### src/rtl/tap_delay_line.sv
// Stall-capable delay line with two muxed taps, per-stage valid
// tracking and an occupancy counter.
module tap_delay_line #(
  parameter int WIDTH = 4,
  parameter int DEPTH = 8,
  parameter int SEL_W = 3
) (
  input  logic             clk,
  input  logic             rst_n,
  input  logic             en,
  input  logic             flush,
  input  logic             in_valid,
  input  logic [WIDTH-1:0] in,
  input  logic [SEL_W-1:0] sel1,
  input  logic [SEL_W-1:0] sel2,
  output logic [WIDTH-1:0] out1,
  output logic             out1_valid,
  output logic [WIDTH-1:0] out2,
  output logic             out2_valid,
  output logic [SEL_W:0]   fill_cnt,
  output logic             full
);

  localparam logic [SEL_W:0] DEPTH_C = (SEL_W+1)'(DEPTH);

  logic [WIDTH-1:0] r_data [DEPTH];
  logic [DEPTH-1:0] r_vld;
  logic [SEL_W:0]   r_cnt;

  logic [WIDTH-1:0] w_in;
  logic [SEL_W:0]   w_cnt_nxt;

  // Invalid samples carry zero data so idle taps read clean zeros.
  assign w_in = in_valid ? in : '0;

  assign w_cnt_nxt = r_cnt
                   + (SEL_W+1)'(in_valid)
                   - (SEL_W+1)'(r_vld[DEPTH-1]);

  always_ff @(posedge clk or negedge rst_n) begin
    if (!rst_n) begin
      for (int k = 0; k < DEPTH; k++)
        r_data[k] <= '0;
      r_vld <= '0;
      r_cnt <= '0;
    end else if (flush) begin
      for (int k = 0; k < DEPTH; k++)
        r_data[k] <= '0;
      r_vld <= '0;
      r_cnt <= '0;
    end else if (en) begin
      r_data[0] <= w_in;
      for (int k = 1; k < DEPTH; k++)
        r_data[k] <= r_data[k-1];
      r_vld <= {r_vld[DEPTH-2:0], in_valid};
      r_cnt <= w_cnt_nxt;
    end
  end

  // Out-of-range selects fall through to the zero defaults.
  always_comb begin
    out1       = '0;
    out1_valid = 1'b0;
    out2       = '0;
    out2_valid = 1'b0;
    for (int k = 0; k < DEPTH; k++) begin
      if (sel1 == SEL_W'(k)) begin
        out1       = r_data[k];
        out1_valid = r_vld[k];
      end
      if (sel2 == SEL_W'(k)) begin
        out2       = r_data[k];
        out2_valid = r_vld[k];
      end
    end
  end

  assign fill_cnt = r_cnt;
  assign full     = (r_cnt == DEPTH_C);

endmodule

### config.mk
export PLATFORM = sky130hd
export DESIGN_NAME = tap_delay_line
export DESIGN_NICKNAME = d
export VERILOG_FILES = /design/src/rtl/tap_delay_line.sv
export SDC_FILE = /design/constraint.sdc
export NUM_CORES = 1
export LEC_CHECK = 0
export CORE_MARGIN = 8
export CORE_UTILIZATION = 40
export DETAILED_ROUTE_END_ITERATION = 16
export GPL_ROUTABILITY_DRIVEN = 0
export GPL_TIMING_DRIVEN = 0
export PLACE_DENSITY = 0.67
export SYNTH_ARGS = -nofsm -noshare
export SYNTH_HDL_FRONTEND = slang
export SYNTH_SLANG_ARGS = --single-unit
### constraint.sdc
create_clock -name clk -period 2.9 [get_ports clk]
set_input_delay 0.29 -clock clk [delete_from_list [all_inputs] [get_ports clk]]
set_output_delay 0.29 -clock clk [all_outputs]
set_load 0.02 [all_outputs]
==> run_summary.xml, run 1 <==
<?xml version="1.0" encoding="UTF-8"?>
<metrics>
  <group name="timing">
    <metric name="clock_skews" unit="ns">0.006648</metric>
    <metric name="tns" unit="ns">0</metric>
    <metric name="fmax" unit="GHz">0.3677</metric>
    <metric name="part_of_the_cycle_the_worst_path_needs" unit="%">93.78</metric>
    <metric name="timing.final.crit_period" unit="ns">2.720</metric>
    <metric name="finalMaxSlewViolations" unit="">0</metric>
    <metric name="worst_pin_slew" unit="ns">0.5679</metric>
    <metric name="rsz0062_at_grt" unit="">no</metric>
    <metric name="maxSlewHeadroom" unit="%">62.14</metric>
    <metric name="timing.final.hold_violations" unit="">0</metric>
    <metric name="setup_viol_count_final" unit="">0</metric>
  </group>
  <group name="clock_tree">
    <metric name="cts_tree" unit="">yes</metric>
    <metric name="cts_post_setup_buffers_inserted" unit="">0</metric>
    <metric name="cts_repair_resize_count" unit="">0</metric>
    <metric name="cts_num_sinks" unit="">44</metric>
    <metric name="clk_pin_slew_worst_paths" unit="ns">0.08</metric>
    <metric name="clkLatencyLatePin" unit="ns">0.30</metric>
    <metric name="tritoncts.num_buffers" unit="">5</metric>
    <metric name="clock_tree.htree_level_count" unit="">2</metric>
    <metric name="cts.root.buffer_cell" unit="">clkbuf_8</metric>
    <metric name="clk_path_buf_depth" unit="">2</metric>
    <metric name="cts.hold.buffers_added" unit="">1</metric>
  </group>
  <group name="logic_synthesis">
    <metric name="synth_largest_area_cell" unit="">dfrtp_1</metric>
    <metric name="yosysUniqueCellTypes" unit="">35</metric>
    <metric name="syn_area_per_cell" unit="um^2">11.01</metric>
    <metric name="synth.top_cells.by_area" unit="">dfrtp_1, mux2i_1, mux4_2</metric>
    <metric name="post_synthesis_instance_total" unit="">243</metric>
    <metric name="synth_area" unit="mm^2">0.002676</metric>
    <metric name="synth_flop_cell" unit="">dfrtp_1</metric>
    <metric name="synth.most_common_cell" unit="">mux2i_1</metric>
    <metric name="synth.yosys.seq_area_share" unit="%">41.14</metric>
    <metric name="count_of_flip_flops_with_a_built_in_enable_after_synthesis" unit="">0</metric>
    <metric name="synth.top_cell.area_share" unit="%">41.14</metric>
    <metric name="net_count_after_synthesis" unit="">264</metric>
    <metric name="synth.top_cells.by_count" unit="">mux2i_1, dfrtp_1, nor2_1</metric>
    <metric name="synth-async-reset-ratio" unit="%">100.0</metric>
    <metric name="synth_seq_cells" unit="">44</metric>
    <metric name="ys.warnings.count" unit="">0</metric>
  </group>
  <group name="global_routing">
    <metric name="grt_pass1_vias" unit="">1960</metric>
    <metric name="grt_use_total" unit="%">13.37</metric>
    <metric name="grt_first_pass_wirelength" unit="um">10420</metric>
    <metric name="initial_antenna_violation_count" unit="">0</metric>
    <metric name="grt_max_degree" unit="">24</metric>
    <metric name="grt_overflow" unit="">0</metric>
  </group>
  <group name="worst_hold_path">
    <metric name="hp-class" unit="">primary input to flip-flop</metric>
  </group>
  <group name="setup_path">
    <metric name="critPathLaunchType" unit="">primary input</metric>
    <metric name="critPathMaxFanout" unit="">10</metric>
    <metric name="most_frequent_cell_on_the_critical_path" unit="">clkdlybuf4s50_1</metric>
    <metric name="cp_top_family" unit="">buffers and inverters</metric>
    <metric name="critPathBufInv" unit="">3</metric>
    <metric name="nature_of_the_critical_path_endpoint" unit="">output port</metric>
    <metric name="crit_type" unit="">primary input to output port</metric>
    <metric name="cp.arrival" unit="ns">2.43</metric>
    <metric name="critical_path.max_stage_delay" unit="ns">0.61</metric>
    <metric name="cp_slowest_cell" unit="">clkdlybuf4s50_1</metric>
    <metric name="crit_chain" unit="">clkdlybuf4s50_1 &gt; clkbuf_1 &gt; nor3b_1 &gt; a21oi_1 &gt; o21ai_0 &gt; a22o_1 &gt; clkdlybuf4s50_1</metric>
    <metric name="crit_required" unit="ns">2.61</metric>
  </group>
  <group name="layout">
    <metric name="fin_area" unit="mm^2">0.003114</metric>
    <metric name="antennaDiodeCount" unit="">0</metric>
    <metric name="num-fill-cells" unit="">617</metric>
    <metric name="final_net_count" unit="">295</metric>
    <metric name="final_layout_size_suffix_gt1_share" unit="%">12.73</metric>
    <metric name="areaGrowthSynthToFinish" unit="%">16.36</metric>
  </group>
  <group name="routing">
    <metric name="drt_pre_antenna_iters" unit="">4</metric>
    <metric name="drc" unit="">0</metric>
    <metric name="avgViaCountPerCell" unit="">5.594</metric>
    <metric name="postRouteWirelength" unit="um">6021</metric>
    <metric name="route.vias.total" unit="">1986</metric>
    <metric name="drc_violation_total_after_the_first_tritonroute_iteration" unit="">59</metric>
    <metric name="routed_wire_length_per_instance" unit="um">16.96</metric>
    <metric name="ant_nets" unit="">0</metric>
  </group>
  <group name="floorplan">
    <metric name="i_o_pin_count" unit="">30</metric>
    <metric name="die_y" unit="um">97.80</metric>
    <metric name="design.core.area" unit="mm^2">0.006644</metric>
    <metric name="fp.dieW" unit="um">97.80</metric>
    <metric name="floorplan.die_area" unit="mm^2">0.009564</metric>
    <metric name="placementRows" unit="">30</metric>
    <metric name="initial_utilization" unit="%">40.28</metric>
  </group>
  <group name="power_and_ir_drop">
    <metric name="vdd.ir_drop.worst" unit="V">0.0002110</metric>
    <metric name="power.density" unit="mW/mm^2">394.9</metric>
    <metric name="leakagePower" unit="nW">1.476</metric>
  </group>
  <group name="placed_design">
    <metric name="placement.cell_area" unit="mm^2">0.003019</metric>
    <metric name="placement.io_buffers" unit="">22</metric>
    <metric name="detailed_placer_s_ending_hpwl" unit="um">4406</metric>
  </group>
  <group name="outcome">
    <metric name="run_status" unit="">finished, final reports clean</metric>
  </group>
  <group name="run">
    <metric name="cap_violations" unit="">0</metric>
  </group>
</metrics>
[power by group]
| part | switching [mW] | internal (mW) | leakage (nW) | total, mW |
|---|---|---|---|---|
| Combinational | 0.114 | 0.0927 | 0.824 | 0.207 |
| Clock | 0.216 | 0.173 | 0.0424 | 0.389 |
| Sequential | 0.0107 | 0.623 | 0.610 | 0.634 |
| Total | 0.341 | 0.888 | 1.48 | 1.23 |
[per-stage QoR]
step	hold WS (ns)	total power [mW]	setup slack (ns)	instances	util, %
after floorplan	-0.005591	0.7727	1.093	243	-
after global placement	0.5228	0.8476	0.1912	345	45.10
after detailed placement	0.3169	0.8540	0.1449	346	45.44
after CTS	0.3662	1.240	0.1422	355	46.87
after global routing	0.4016	1.287	0.05750	355	46.87
final	0.3749	1.230	0.1804	355	46.87
[routing by layer]
metal  wire [um]  global-route usage [%]
met5           0                       0
met4          73                   3.717
met2        2670                   19.35
met3         298                   3.272
met1        2978                   19.18
[state kept, by name, summed over array words and instances, names as in the netlist]
signal / flops
r_data: 32
r_vld: 8
fill_cnt: 4
[final timing paths]
check | startpoint | end | slack [ns] | cells past startpoint
max reg2reg | r_vld[7] | fill_cnt[2] | 1.05 | 6
min | flush | r_data[28] | 0.37 | 2
min reg2reg | r_data[1] | r_data[1] | 0.55 | 2
min in group asynchronous | rst_n | r_data[4] | 0.51 | 2
max | sel2[2] | out2_valid | 0.18 | 7
max in group asynchronous | rst_n | r_vld[2] | 1.87 | 3
[placed cells by master, fill, tap and decap left out, types with 6 or more instances in the layout]
cell type | Yosys | final
clkbuf_1 | 5 | 7
clkdlybuf4s50_1 | 0 | 21
dfrtp_1 | 44 | 44
mux2i_1 | 48 | 48
mux4_2 | 7 | 7
inv_1 | 7 | 7
a21oi_1 | 21 | 21
nand2b_1 | 6 | 6
nand3_1 | 6 | 6
nor2_1 | 40 | 40
buf_2 | 11 | 12
[cell type report]
cell class / count / area (um^2) / share of cell area [%]
plain buffers: 21 / 111.4 / 3.576
clock buffers: 7 / 76.32 / 2.451
clock inverters: 1 / 8.758 / 0.2812
inverters: 7 / 26.28 / 0.8437
multi-input cells: 171 / 1438 / 46.16
flip-flops and latches: 44 / 1101 / 35.36
well taps: 80 / 100.1 / 3.214
repair buffers: 24 / 252.7 / 8.116
[logic make-up (layout without fill, tap and decap cells)]
kind of cell	count (synthesis)	after routing	share of synthesized area, %
adders and majority gates	6	6	3.086
buffers and inverters	28	60	5.143
muxes	66	66	31.42
DFF	44	44	41.14
xor gates and xnor gates	1	1	0.3273
AOI/OAI and AO/OA	36	36	8.041
and+or+nand+nor	62	62	10.85
[worst register-to-register path, cell delays in order, from the launching register on]
cell	delay, ns
dfrtp_1	0.43
ha_1	0.29
inv_1	0.04
ha_1	0.20
fa_1	0.38
xnor2_1	0.14
a211oi_1	0.27
Power figures use the tool's default switching activity.
==> run 2: changes to the inputs <==
--- a/config.mk
+++ b/config.mk
@@ -10,6 +10,7 @@
 export DETAILED_ROUTE_END_ITERATION = 16
 export GPL_ROUTABILITY_DRIVEN = 0
 export GPL_TIMING_DRIVEN = 0
+export MAX_ROUTING_LAYER = met4
 export PLACE_DENSITY = 0.67
 export SYNTH_ARGS = -nofsm -noshare
 export SYNTH_HDL_FRONTEND = slang
==> run_summary.xml, run 2 (synthesis results as in run 1) <==
<?xml version="1.0" encoding="UTF-8"?>
<metrics>
  <group name="floorplan">
    <metric name="initial_utilization" unit="%">40.28</metric>
    <metric name="fp.dieW" unit="um">97.80</metric>
    <metric name="placementRows" unit="">30</metric>
    <metric name="i_o_pin_count" unit="">30</metric>
    <metric name="design.core.area" unit="mm^2">0.006644</metric>
    <metric name="die_y" unit="um">97.80</metric>
    <metric name="floorplan.die_area" unit="mm^2">0.009564</metric>
  </group>
  <group name="timing">
    <metric name="clock_skews" unit="ns">0.009478</metric>
    <metric name="setup_viol_count_final" unit="">0</metric>
    <metric name="timing.final.crit_period" unit="ns">2.711</metric>
    <metric name="finalMaxSlewViolations" unit="">0</metric>
    <metric name="maxSlewHeadroom" unit="%">62.03</metric>
    <metric name="timing.final.hold_violations" unit="">0</metric>
    <metric name="final.setup.worst_slack" unit="ns">0.1895</metric>
    <metric name="worst_pin_slew" unit="ns">0.5695</metric>
    <metric name="fmax" unit="GHz">0.3689</metric>
    <metric name="rsz0062_at_grt" unit="">no</metric>
    <metric name="part_of_the_cycle_the_worst_path_needs" unit="%">93.47</metric>
    <metric name="tns" unit="ns">0</metric>
  </group>
  <group name="setup_path">
    <metric name="critPathLaunchType" unit="">primary input</metric>
    <metric name="r2r_cells" unit="">6</metric>
    <metric name="regToRegEndpoint" unit="">fill_cnt[2]</metric>
    <metric name="cp.arrival" unit="ns">2.42</metric>
    <metric name="critPathMaxFanout" unit="">10</metric>
    <metric name="crit_required" unit="ns">2.61</metric>
    <metric name="critical_path.reg2reg.startpoint" unit="">r_vld[7]</metric>
    <metric name="nature_of_the_critical_path_endpoint" unit="">output port</metric>
    <metric name="crit_type" unit="">primary input to output port</metric>
    <metric name="r2r_setup_slk" unit="ns">1.04</metric>
  </group>
  <group name="power_and_ir_drop">
    <metric name="power_switching" unit="mW">0.3396</metric>
    <metric name="finalPower" unit="mW">1.228</metric>
    <metric name="switch_share" unit="%">27.65</metric>
    <metric name="power.density" unit="mW/mm^2">394.3</metric>
    <metric name="pwr-share-comb" unit="%">16.9</metric>
    <metric name="power_frac_seq" unit="%">51.6</metric>
    <metric name="clockPowerShare" unit="%">31.5</metric>
    <metric name="internal_power" unit="mW">0.8883</metric>
    <metric name="leakagePower" unit="nW">1.476</metric>
    <metric name="vdd.ir_drop.worst" unit="V">0.0002111</metric>
  </group>
  <group name="layout">
    <metric name="layout.cells.most_common" unit="">mux2i_1</metric>
    <metric name="areaGrowthSynthToFinish" unit="%">16.36</metric>
    <metric name="final_net_count" unit="">295</metric>
    <metric name="antennaDiodeCount" unit="">0</metric>
    <metric name="fin_area" unit="mm^2">0.003114</metric>
    <metric name="max_flop_register" unit="">r_data</metric>
    <metric name="final_layout_size_suffix_gt1_share" unit="%">12.73</metric>
    <metric name="final_cell_mix" unit="">mux2i_1, dfrtp_1, nor2_1</metric>
    <metric name="finish.cell_count_without_fillers" unit="">355</metric>
    <metric name="largest_register_ff_count" unit="">32</metric>
  </group>
  <group name="routing">
    <metric name="ant_nets" unit="">0</metric>
    <metric name="avgViaCountPerCell" unit="">5.575</metric>
    <metric name="drc" unit="">0</metric>
    <metric name="route.vias.total" unit="">1979</metric>
    <metric name="postRouteWirelength" unit="um">6049</metric>
    <metric name="drt_pre_antenna_iters" unit="">4</metric>
    <metric name="routed_wire_length_per_instance" unit="um">17.04</metric>
    <metric name="drc_violation_total_after_the_first_tritonroute_iteration" unit="">68</metric>
  </group>
  <group name="clock_tree">
    <metric name="clkLatencyLatePin" unit="ns">0.29</metric>
    <metric name="cts_post_setup_buffers_inserted" unit="">0</metric>
    <metric name="cts.root.buffer_cell" unit="">clkbuf_8</metric>
    <metric name="clk_pin_slew_worst_paths" unit="ns">0.08</metric>
    <metric name="cts_repair_resize_count" unit="">0</metric>
    <metric name="clk_path_buf_depth" unit="">2</metric>
    <metric name="cts.hold.buffers_added" unit="">1</metric>
    <metric name="clock_tree.htree_level_count" unit="">2</metric>
    <metric name="cts_tree" unit="">yes</metric>
    <metric name="cts_num_sinks" unit="">44</metric>
    <metric name="tritoncts.num_buffers" unit="">5</metric>
  </group>
  <group name="placed_design">
    <metric name="numPlacedInstances" unit="">346</metric>
    <metric name="detailed_placer_s_ending_hpwl" unit="um">4406</metric>
    <metric name="placement.io_buffers" unit="">22</metric>
    <metric name="placement.cell_area" unit="mm^2">0.003019</metric>
    <metric name="pre_cts_slack" unit="ns">0.1449</metric>
  </group>
  <group name="worst_hold_path">
    <metric name="hp-class" unit="">primary input to flip-flop</metric>
    <metric name="hold_start" unit="">flush</metric>
    <metric name="min_path_cells" unit="">2</metric>
    <metric name="worstHoldEndpoint" unit="">r_data[28]</metric>
  </group>
  <group name="outcome">
    <metric name="run_status" unit="">finished, final reports clean</metric>
  </group>
  <group name="global_routing">
    <metric name="grt_pass1_vias" unit="">1957</metric>
    <metric name="grt_max_degree" unit="">24</metric>
    <metric name="grt_use_total" unit="%">13.76</metric>
    <metric name="initial_antenna_violation_count" unit="">0</metric>
    <metric name="grt_overflow" unit="">0</metric>
    <metric name="grt_first_pass_wirelength" unit="um">10440</metric>
  </group>
  <group name="run">
    <metric name="cap_violations" unit="">0</metric>
  </group>
</metrics>
[run 2: metal layers]
| metal | wire [um] | global-route usage [%] | up-vias |
|---|---|---|---|
| li1 | - | - | 932 |
| met1 | 3032 | 19.35 | 982 |
| met2 | 2695 | 19.29 | 61 |
| met3 | 271 | 3.129 | 4 |
| met4 | 49 | 3.717 | 0 |
| met5 | 0 | - | - |
[run 2: cell type report]
type	instances	area (um^2)
plain buffers	21	111.4
clock buffers	7	76.32
clock inverters	1	8.758
flip-flops and latches	44	1101
fillers	617	3530
multi-input cells	171	1438
inverters	7	26.28
repair buffers	24	252.7
well taps	80	100.1
[run 2: critical path, cell delays in order]
cell and delay (ns):
clkdlybuf4s50_1 0.48, clkbuf_1 0.40, nor3b_1 0.31, a21oi_1 0.07
o21ai_0 0.08, a22o_1 0.17, clkdlybuf4s50_1 0.61
[run 2: worst max-delay path by stage]
stage / start / to / slack (ns)
after floorplan: fill_cnt[0] / fill_cnt[2] / 1.09
after global placement: sel2[2] / out2_valid / 0.19
after detailed placement: sel2[2] / out2_valid / 0.14
after CTS: sel2[2] / out2_valid / 0.14
after global routing: sel2[2] / out2_valid / 0.06
final: sel2[2] / out2_valid / 0.19
[run 2: metrics by stage]
step / hold WS, ns / util (%)
2_1_floorplan: -0.005591 / -
3_3_place_gp: 0.5228 / 45.10
3_5_place_dp: 0.3169 / 45.44
4_1_cts: 0.3662 / 46.87
5_1_grt: 0.4016 / 46.87
6_report: 0.3865 / 46.87
[run 2: power by group through the flow]
stage / logic, mW / clock network (mW) / registers (mW)
2_1_floorplan: 0.124 / 0 / 0.649
3_3_place_gp: 0.202 / 0 / 0.645
3_5_place_dp: 0.208 / 0 / 0.646
4_1_cts: 0.210 / 0.397 / 0.634
5_1_grt: 0.228 / 0.425 / 0.636
6_report: 0.207 / 0.387 / 0.634
